**src/rtl/inst_fetch.sv**
```systemverilog
// inst_fetch -- instruction-fetch front end.
// Owns the PC and issues one word fetch per cycle to the instruction ROM.
// Each response arrives one cycle after its request. It is paired with its
// PC and buffered in a small FIFO, then handed to decode over valid/ready.
// A branch redirect flushes the stream and restarts fetch at the target.
// Optional macro DELAY_SLOT_EN: on a redirect, the oldest undelivered
// instruction is kept as the MIPS delay slot. If that instruction has not
// been fetched yet, a one-shot DRAIN state fetches it before the target.
module inst_fetch #(
   parameter logic [31:0] RESET_PC   = 32'h0000_0000,
   parameter int          FIFO_DEPTH = 2
) (
   input  logic        clk,
   input  logic        rst,
   output logic        rom_ce,
   output logic [31:0] rom_pc,
   input  logic [31:0] rom_inst,
   output logic        id_valid,
   output logic [31:0] id_pc,
   output logic [31:0] id_inst,
   input  logic        id_ready,
   input  logic        br_valid,
   input  logic [31:0] br_target
);
   localparam int AW = (FIFO_DEPTH > 1) ? $clog2(FIFO_DEPTH) : 1;
   localparam int CW = AW + 1;
   localparam logic [CW:0] DEPTH_C = (CW+1)'(FIFO_DEPTH);

   typedef struct packed {
      logic [31:0] pc;
      logic [31:0] inst;
   } fetch_ent_t;

   fetch_ent_t    fifo_mem [FIFO_DEPTH];
   logic [AW-1:0] head_q, tail_q;
   logic [CW-1:0] count_q;
   logic [31:0]   pc_q, req_pc_q;
   logic          inflight_q;

   logic [31:0] br_pc, resume_pc;
   logic [CW:0] occ;
   logic        pop, pop_eff, push, flush, keep_head, discard;
   logic        br_take, need_ds, draining, ds_resume, credit_ok, issue;

   // Low two bits of the redirect target are dropped; fetches are word aligned.
   assign br_pc = br_target & 32'hFFFF_FFFC;

`ifdef DELAY_SLOT_EN
   typedef enum logic {RUN, DRAIN} state_t;
   state_t      state_q, state_d;
   logic [31:0] tgt_q;

   assign draining  = (state_q == DRAIN);
   // A redirect seen while the delay slot is still being fetched is dropped.
   assign br_take   = br_valid & ~draining;
   // FIFO head is the delay slot: drop everything behind it, including the
   // in-flight response.
   assign keep_head = br_take & (count_q != '0);
   assign discard   = keep_head;
   assign flush     = 1'b0;
   // Nothing fetched yet that could act as the delay slot.
   assign need_ds   = br_take & (count_q == '0) & ~inflight_q;
   // Delay-slot word arriving this cycle; fetch resumes from the stored target.
   assign ds_resume = draining & inflight_q;
   assign resume_pc = tgt_q;

   // Redirect state register.
   always_ff @(posedge clk) begin
      if (rst) state_q <= RUN;
      else     state_q <= state_d;
   end

   // Enter DRAIN when the delay slot must still be fetched; leave it once
   // that single response is captured.
   always_comb begin
      state_d = state_q;
      case (state_q)
         RUN:     if (need_ds)    state_d = DRAIN;
         DRAIN:   if (inflight_q) state_d = RUN;
         default:                 state_d = RUN;
      endcase
   end

   // Redirect target parked while the delay slot is fetched.
   always_ff @(posedge clk) begin
      if (rst)          tgt_q <= '0;
      else if (need_ds) tgt_q <= br_pc;
   end
`else
   assign draining  = 1'b0;
   assign br_take   = br_valid;
   assign keep_head = 1'b0;
   assign discard   = br_valid;
   assign flush     = br_valid;
   assign need_ds   = 1'b0;
   assign ds_resume = 1'b0;
   assign resume_pc = '0;
`endif

   assign id_valid = (count_q != '0);
   assign pop      = id_valid & id_ready;
   // A redirect beats a pop: the head is never handed over in a redirect cycle.
   assign pop_eff  = pop & ~br_take;
   assign push     = inflight_q & ~discard;

   // Occupancy once this cycle settles. Pop is never above count, so there
   // is no underflow.
   assign occ       = {1'b0, count_q} + {{CW{1'b0}}, inflight_q} - {{CW{1'b0}}, pop};
   assign credit_ok = (occ < DEPTH_C);

   // Fetch issue: credit-limited in RUN, one delay-slot fetch in DRAIN.
   always_comb begin
      issue = 1'b0;
      if (!rst) begin
         if (draining) issue = ~inflight_q;
         else          issue = ~br_valid & credit_ok;
      end
   end

   assign rom_ce = issue;
   assign rom_pc = pc_q;

   // PC, request-PC and in-flight tracking.
   always_ff @(posedge clk) begin
      if (rst) begin
         pc_q       <= RESET_PC;
         req_pc_q   <= '0;
         inflight_q <= 1'b0;
      end else begin
         inflight_q <= issue;
         if (issue) req_pc_q <= pc_q;
         if (br_take && !need_ds) pc_q <= br_pc;
         else if (ds_resume)      pc_q <= resume_pc;
         else if (issue)          pc_q <= pc_q + 32'd4;
      end
   end

   // FIFO pointers and count. After a delay-slot keep, only the head remains.
   always_ff @(posedge clk) begin
      if (rst || flush) begin
         head_q  <= '0;
         tail_q  <= '0;
         count_q <= '0;
      end else if (keep_head) begin
         tail_q  <= head_q + 1'b1;
         count_q <= CW'(1);
      end else begin
         if (push)    tail_q <= tail_q + 1'b1;
         if (pop_eff) head_q <= head_q + 1'b1;
         count_q <= count_q + {{AW{1'b0}}, push} - {{AW{1'b0}}, pop_eff};
      end
   end

   // FIFO storage: capture the returned word together with its request PC.
   always_ff @(posedge clk) begin
      if (!rst && push) fifo_mem[tail_q] <= '{pc: req_pc_q, inst: rom_inst};
   end

   assign id_pc   = id_valid ? fifo_mem[head_q].pc   : '0;
   assign id_inst = id_valid ? fifo_mem[head_q].inst : '0;

endmodule
```
**config.mk**
```make
export PLATFORM = sky130hd
export DESIGN_NAME = inst_fetch
export DESIGN_NICKNAME = d
export VERILOG_FILES = /design/src/rtl/inst_fetch.sv
export SDC_FILE = /design/constraint.sdc
export NUM_CORES = 1
export LEC_CHECK = 0
export BUFFER_PORTS_ARGS = -buffer_cell sky130_fd_sc_hd__clkbuf_2
export CELL_PAD_IN_SITES_DETAIL_PLACEMENT = 0
export CELL_PAD_IN_SITES_GLOBAL_PLACEMENT = 1
export CORE_AREA = 5 5 147 149
export DETAILED_ROUTE_END_ITERATION = 16
export DIE_AREA = 0 0 152 154
export PLACE_DENSITY = 0.72
export SKIP_CTS_REPAIR_TIMING = 1
export SYNTH_ARGS = -nofsm -noshare
export SYNTH_HDL_FRONTEND = slang
export SYNTH_SLANG_ARGS = --single-unit
export TNS_END_PERCENT = 5
```
**constraint.sdc**
```tcl
create_clock -name clk -period 7.7 [get_ports clk]
set_input_delay 1.155 -clock clk [delete_from_list [all_inputs] [get_ports clk]]
set_output_delay 1.155 -clock clk [all_outputs]
set_load 0.02 [all_outputs]
```
Word-level counts from Yosys, hierarchy flattened
Memory sizes are Yosys's and may differ from the RTL's. A register that Yosys moved wholly into a read port is not among the register bits.
Index checks and enable logic that the tools add are counted.
Word-level totals
  bits in registers: 69
  bits in writable memories: 128
  input bits: 68
  output and inout port bits: 98
  word-level logic and storage cells: 36
  memories: 1
Memory list
  fifo_mem: words 2, width 64, rd ports 1, clocked after memory_dff 1, wr ports 1, line 34  | fetch_ent_t fifo_mem [FIFO_DEPTH];
Operators by class
  $add $sub $neg: 7
  magnitude comparators: 1
  multiplexer cells: 9
  bitwise logic cells: 5
  reduce and logical (&&, ||, !) cells: 6
Operators by type and width (number)
  two-way mux 32 bit: 4
  adder 32 x 3 -> 32 bit (second input constant): 1
  two-way mux 1 bit: 5
  AND 1 bit: 4
  nonzero test 2 bit: 2
  adder 2 x 1 -> 3 bit: 1
  less-than comparator 3 x 2 -> 1 bit (second input constant): 1
  subtractor 3 x 1 -> 3 bit: 1
  adder 1 bit (second input constant): 2
  adder 2 x 1 -> 2 bit: 1
  OR reduction 2 bit: 1
  subtractor 2 x 1 -> 2 bit: 1
  logical AND 1 bit: 1
  zero test 1 bit: 1
  logical OR 1 bit: 1
  inverter 1 bit: 1

Logic depth before layout (Yosys ltp)
  word-level depth: 8
  mapped depth: 13
  mapped depth without buffers: 12

Worst setup path after synthesis
Ideal clock, no wire load.
  kind: input to register
  from: input br_valid
  to: memory fifo_mem[0][0] in the netlist's numbering (enable)
  setup time: 0.635 ns
  data arrival time: 7.447 ns
  required time: 7.065 ns
  path slack: -0.383 ns
  stages on the path: 3
  cells stage by stage: buf_2 clkbuf_1 nor4_1
Between the ends
  cells in the longest elaborated chain, start to end: 5
RTL lines
  from (decl): line 22  | input logic br_valid,
  inverter 1 bit: line 104  | assign push = inflight_q & ~discard;
  AND 1 bit: line 104
  logical AND 1 bit: line 156  | if (!rst && push) fifo_mem[tail_q] <= '{pc: req_pc_q, inst: rom_inst};
  two-way mux 1 bit: line 156
  two-way mux 1 bit (not written as such): line 156
  to (decl): line 34
No other way between the ends.

Worst setup path in the final report
  from: register count_q[1]
  to: output rom_ce
Between the ends
  cells in the longest elaborated chain, start to end: 6
  elaborated cells on any way between the ends: 7
RTL lines
  from (decl): line 36  | logic [CW-1:0] count_q;
  from (signal assigned): line 150  | count_q <= count_q + {{AW{1'b0}}, push} - {{AW{1'b0}}, pop_eff};
  branches (longest 2 deep; another with adder 2 x 1 -> 3 bit)
  subtractor 3 x 1 -> 3 bit *: line 108  | assign occ = {1'b0, count_q} + {{CW{1'b0}}, inflight_q} - {{CW{1'b0}}, pop};
  less-than comparator 3 x 2 -> 1 bit *: line 109  | assign credit_ok = (occ < DEPTH_C);
  AND 1 bit *: line 116  | else issue = ~br_valid & credit_ok;
  two-way mux 1 bit *: line 114  | if (!rst) begin
  to (decl): line 15  | output logic rom_ce,
Mark *: on every way between the ends.

==> impl_metrics.prom <==
# TYPE chip_impl_metric gauge
chip_impl_metric{name="multi_input_area",unit="µm²"} 2526
chip_impl_metric{name="clk_pin_slew_worst_paths",unit="ns"} 0.07
chip_impl_metric{name="nets_finish",unit=""} 874
chip_impl_metric{name="grt_pass1_vias",unit=""} 5526
chip_impl_metric{name="asyncSetResetFlopFracSynth",unit=""} 0
chip_impl_metric{name="finalCritPeriodShare",unit=""} 0.6088
chip_impl_info{name="clock_tree_from_tritoncts",value="yes"} 1
chip_impl_metric{name="final-setup-viol-count",unit=""} 0
chip_impl_metric{name="worst-slew-pin-transition",unit="ns"} 1.114
chip_impl_metric{name="number_of_enable_type_register_cells_in_the_synthesized_netlist",unit=""} 124
chip_impl_metric{name="max_clock_freq",unit="MHz"} 213.3
chip_impl_info{name="critical_path.slowest_cell",value="buf_4"} 1
chip_impl_metric{name="h-tree-depth",unit=""} 4
chip_impl_metric{name="post_synth_inst_count",unit=""} 650
chip_impl_metric{name="fin_tns_setup",unit="ns"} 0
chip_impl_info{name="start_kind",value="register"} 1
chip_impl_metric{name="timing.critical_path.depth",unit=""} 11
chip_impl_metric{name="grt_pass1_wl",unit="µm"} 28890
chip_impl_metric{name="vias_per_cell",unit=""} 4.967
chip_impl_metric{name="worstSkewPairLatency",unit="ns"} 0.42
chip_impl_metric{name="floorplan.die.height",unit="µm"} 154
chip_impl_metric{name="io_pins",unit=""} 166
chip_impl_metric{name="die_area",unit="µm²"} 23410
chip_impl_metric{name="finalHoldViolations",unit=""} 0
chip_impl_metric{name="max_stage_delay",unit="ns"} 0.56
chip_impl_metric{name="max_slew_margin",unit=""} 0.2576
chip_impl_metric{name="ys_seq_area_frac",unit=""} 0.6524
chip_impl_info{name="hold_path_class",value="reg2reg"} 1
chip_impl_info{name="leading_cell_type_in_the_layout_fill_and_taps_excluded",value="clkbuf_2"} 1
chip_impl_metric{name="finalClockSkew",unit="ns"} 0.008033
chip_impl_info{name="critPathLaunch",value="count_q[1]"} 1
chip_impl_info{name="synth_top_area_cell",value="edfxtp_1"} 1
chip_impl_metric{name="highest_fanout_seen_on_the_critical_path",unit=""} 63
chip_impl_metric{name="number_of_buffers_inserted_during_clock_tree_synthesis",unit=""} 17
chip_impl_metric{name="drt-total-wl",unit="µm"} 18120
chip_impl_info{name="yosys_most_used_dff",value="edfxtp_1"} 1
chip_impl_metric{name="routed_wire_length_per_instance",unit="µm"} 16.71
chip_impl_metric{name="area_delta_synth_final",unit="%"} 21.97
chip_impl_metric{name="post_route_cells_drive_above_1_share",unit=""} 0.2580
chip_impl_metric{name="number_of_antenna_violations_at_the_first_check_in_global_routing",unit=""} 0
chip_impl_metric{name="static-leakage-power",unit="nW"} 3.457
chip_impl_metric{name="insertedDiodeCount",unit=""} 0
chip_impl_metric{name="fill_cells",unit=""} 1889
chip_impl_metric{name="placementRows",unit=""} 52
chip_impl_metric{name="synthesis.yosys.warnings",unit=""} 0
chip_impl_info{name="clock-root-buffer",value="clkbuf_16"} 1
chip_impl_metric{name="drtAntennaViolNets",unit=""} 0
chip_impl_metric{name="synth.ff_latch_count",unit=""} 190
chip_impl_info{name="critPathKind",value="reg2out"} 1
chip_impl_metric{name="routed_vias",unit=""} 5384
chip_impl_metric{name="worst_hold_slack",unit="ns"} 0.4534
chip_impl_info{name="rsz0062_at_grt",value="false"} 1
chip_impl_metric{name="synth_top_area_share",unit=""} 0.4816
chip_impl_metric{name="grt-ovfl-total",unit=""} 0
chip_impl_metric{name="grt_util_all_layers",unit=""} 0.1530
chip_impl_metric{name="path_buf_inv",unit=""} 4
chip_impl_metric{name="port-buffer-count",unit=""} 159
chip_impl_metric{name="cp_data_arrival_time",unit="ns"} 3.53
chip_impl_metric{name="cts-root-to-sink-buffers",unit=""} 2
chip_impl_metric{name="cp_data_required_time",unit="ns"} 6.55
chip_impl_metric{name="cts.sinks",unit=""} 190
chip_impl_metric{name="ir_drop",unit="µV"} 139.2
chip_impl_metric{name="core_region_area",unit="µm²"} 20040
chip_impl_metric{name="drt_drc_violations_left",unit=""} 0
chip_impl_metric{name="floorplan.initialDensity",unit=""} 0.3859
chip_impl_info{name="r2r_start",value="count_q[1]"} 1
chip_impl_metric{name="synth.avg_cell_area",unit="µm²"} 11.90
chip_impl_info{name="run_status",value="finished clean"} 1
chip_impl_metric{name="grt_start_max_net_pins",unit=""} 68
chip_impl_info{name="path_common_cell",value="inv_1"} 1
chip_impl_info{name="end_kind",value="primary output"} 1
chip_impl_info{name="crit_path_cell_trace",value="nor2_4 -> buf_4 -> inv_1 -> and2_1 -> ha_1 -> nand2b_1 -> fa_1 -> xnor2_1 -> nand3_2 -> inv_1 -> clkbuf_2"} 1
chip_impl_metric{name="synth.cell_area",unit="µm²"} 7732
chip_impl_metric{name="final.min_clock_period",unit="ns"} 4.688
chip_impl_info{name="critical_path.reg2reg.endpoint",value="rom_pc[21]"} 1
chip_impl_metric{name="seq_area",unit="µm²"} 5049
chip_impl_info{name="most_area_consuming_cells_after_synthesis",value="edfxtp_1 (48%), dfxtp_1 (17%), mux2i_1 (8.2%), nand2_1 (4.5%), nor2_1 (4.0%)"} 1
chip_impl_metric{name="initial_drt_pass_iterations",unit=""} 5
chip_impl_info{name="leading_cell_types_in_the_layout_fill_and_taps_excluded",value="clkbuf_2 (159), edfxtp_1 (124), nand2_1 (92)"} 1
chip_impl_info{name="endpoint",value="rom_ce"} 1
chip_impl_metric{name="detailed_placement_hpwl",unit="µm"} 12330
chip_impl_metric{name="routabilityCongestion",unit=""} 0.8095
chip_impl_metric{name="synth_cell_types",unit=""} 46
chip_impl_metric{name="rrSetupSlack",unit="ns"} 3.29
chip_impl_metric{name="rr_worst_depth",unit=""} 14
chip_impl_metric{name="drv_slew",unit=""} 0
chip_impl_metric{name="max_cap_viol_count",unit=""} 0
chip_impl_metric{name="dr.first_iter.drc_count",unit=""} 380
chip_impl_metric{name="floorplan.die.width",unit="µm"} 152
chip_impl_info{name="timing.critical_path.max_delay_family",value="buffers and inverters"} 1
chip_impl_metric{name="power_per_cell_area",unit="nW/µm²"} 231.3
==> power by group <==
group / total, mW / switching, mW / internal [mW]
logic: 0.135 / 0.0872 / 0.0475
registers: 1.13 / 0.0248 / 1.10
clock network: 0.918 / 0.371 / 0.546
==> worst register-to-register path, delay by kind of cell (launching register included) <==
kind,cells,cell delay (ns)
and+or+nand+nor,6,1.47
buffers and inverters,4,1.22
adders and majority gates,2,0.64
xor gates and xnor gates,1,0.47
DFF,1,0.38
AOI/OAI and AO/OA,1,0.16
==> layout make-up <==
cell class | count | share of cell area
clock buffer | 19 | 0.04590
tap | 270 | 0.03582
inverter | 11 | 0.004378
timing repair buffer | 167 | 0.09074
clock inverter | 13 | 0.02003
multi-input combinational | 414 | 0.2678
sequential | 190 | 0.5353
==> state kept, by name, indices dropped and copies added (netlist names), named ones only <==
name,flops
tail_q,1
head_q,1
count_q,2
req_pc_q,30
fifo_mem,124
inflight_q,1
rom_pc,30
==> synth_stat cells, drive strengths merged (8+ instances only) <==
master / instances
a211oi: 9
a21oi: 45
and3: 8
buf: 11
clkbuf: 27
dfxtp: 66
edfxtp: 124
inv: 10
mux2i: 63
nand2: 92
nand3: 14
nor2: 82
nor3: 10
xnor2: 12
==> how the worst min path moves through the flow <==
| stage | start | endpoint | slack, ns | depth (start not counted) |
|---|---|---|---|---|
| after floorplan | req_pc_q[2] | fifo_mem[0][34] | 0.43 | 0 |
| after global placement | req_pc_q[7] | fifo_mem[0][39] | 0.44 | 0 |
| after detailed placement | req_pc_q[18] | fifo_mem[0][50] | 0.44 | 0 |
| after CTS | req_pc_q[18] | fifo_mem[0][50] | 0.46 | 0 |
| after global routing | req_pc_q[9] | fifo_mem[1][41] | 0.47 | 0 |
| final | req_pc_q[7] | fifo_mem[0][39] | 0.45 | 0 |
==> per-layer routing <==
metal / track usage / up-vias / share of wire
met1: 0.2027 / 2565 / 0.46
met5: 0 / - / 0
met2: 0.2458 / 170 / 0.47
met3: 0.03963 / 19 / 0.059
li1: - / 2630 / -
met4: 0.05180 / 0 / 0.016
==> per-stage QoR <==
stage | power [mW] | setup slack [ns] | std cells | instance area, µm² | util
floorplan | 1.227 | 2.228 | 653 | 7750 | -
CTS | 2.202 | 2.940 | 1084 | 9432 | 0.4707
global placement | 1.283 | 3.298 | 1052 | 8810 | 0.4396
detailed placement | 1.288 | 3.259 | 1052 | 8810 | 0.4396
finish | 2.181 | 3.012 | 1084 | 9432 | 0.4707
global route | 2.263 | 2.677 | 1084 | 9432 | 0.4707
==> cell families (layout without fill, tap and decap cells) <==
family | count (synthesis) | after routing | synth area share
other | 1 | 4 | 0.0004850
XOR/XNOR | 19 | 19 | 0.02152
multiplexers | 65 | 65 | 0.08447
AND/OR/NAND/NOR | 242 | 242 | 0.1424
buffers and inverters | 49 | 210 | 0.02605
adder cells (fa/ha/maj) | 5 | 5 | 0.009062
flip-flops | 190 | 190 | 0.6524
AO/OA/AOI/OAI | 79 | 79 | 0.06359
Note: power is estimated with default switching activity, not from simulation.
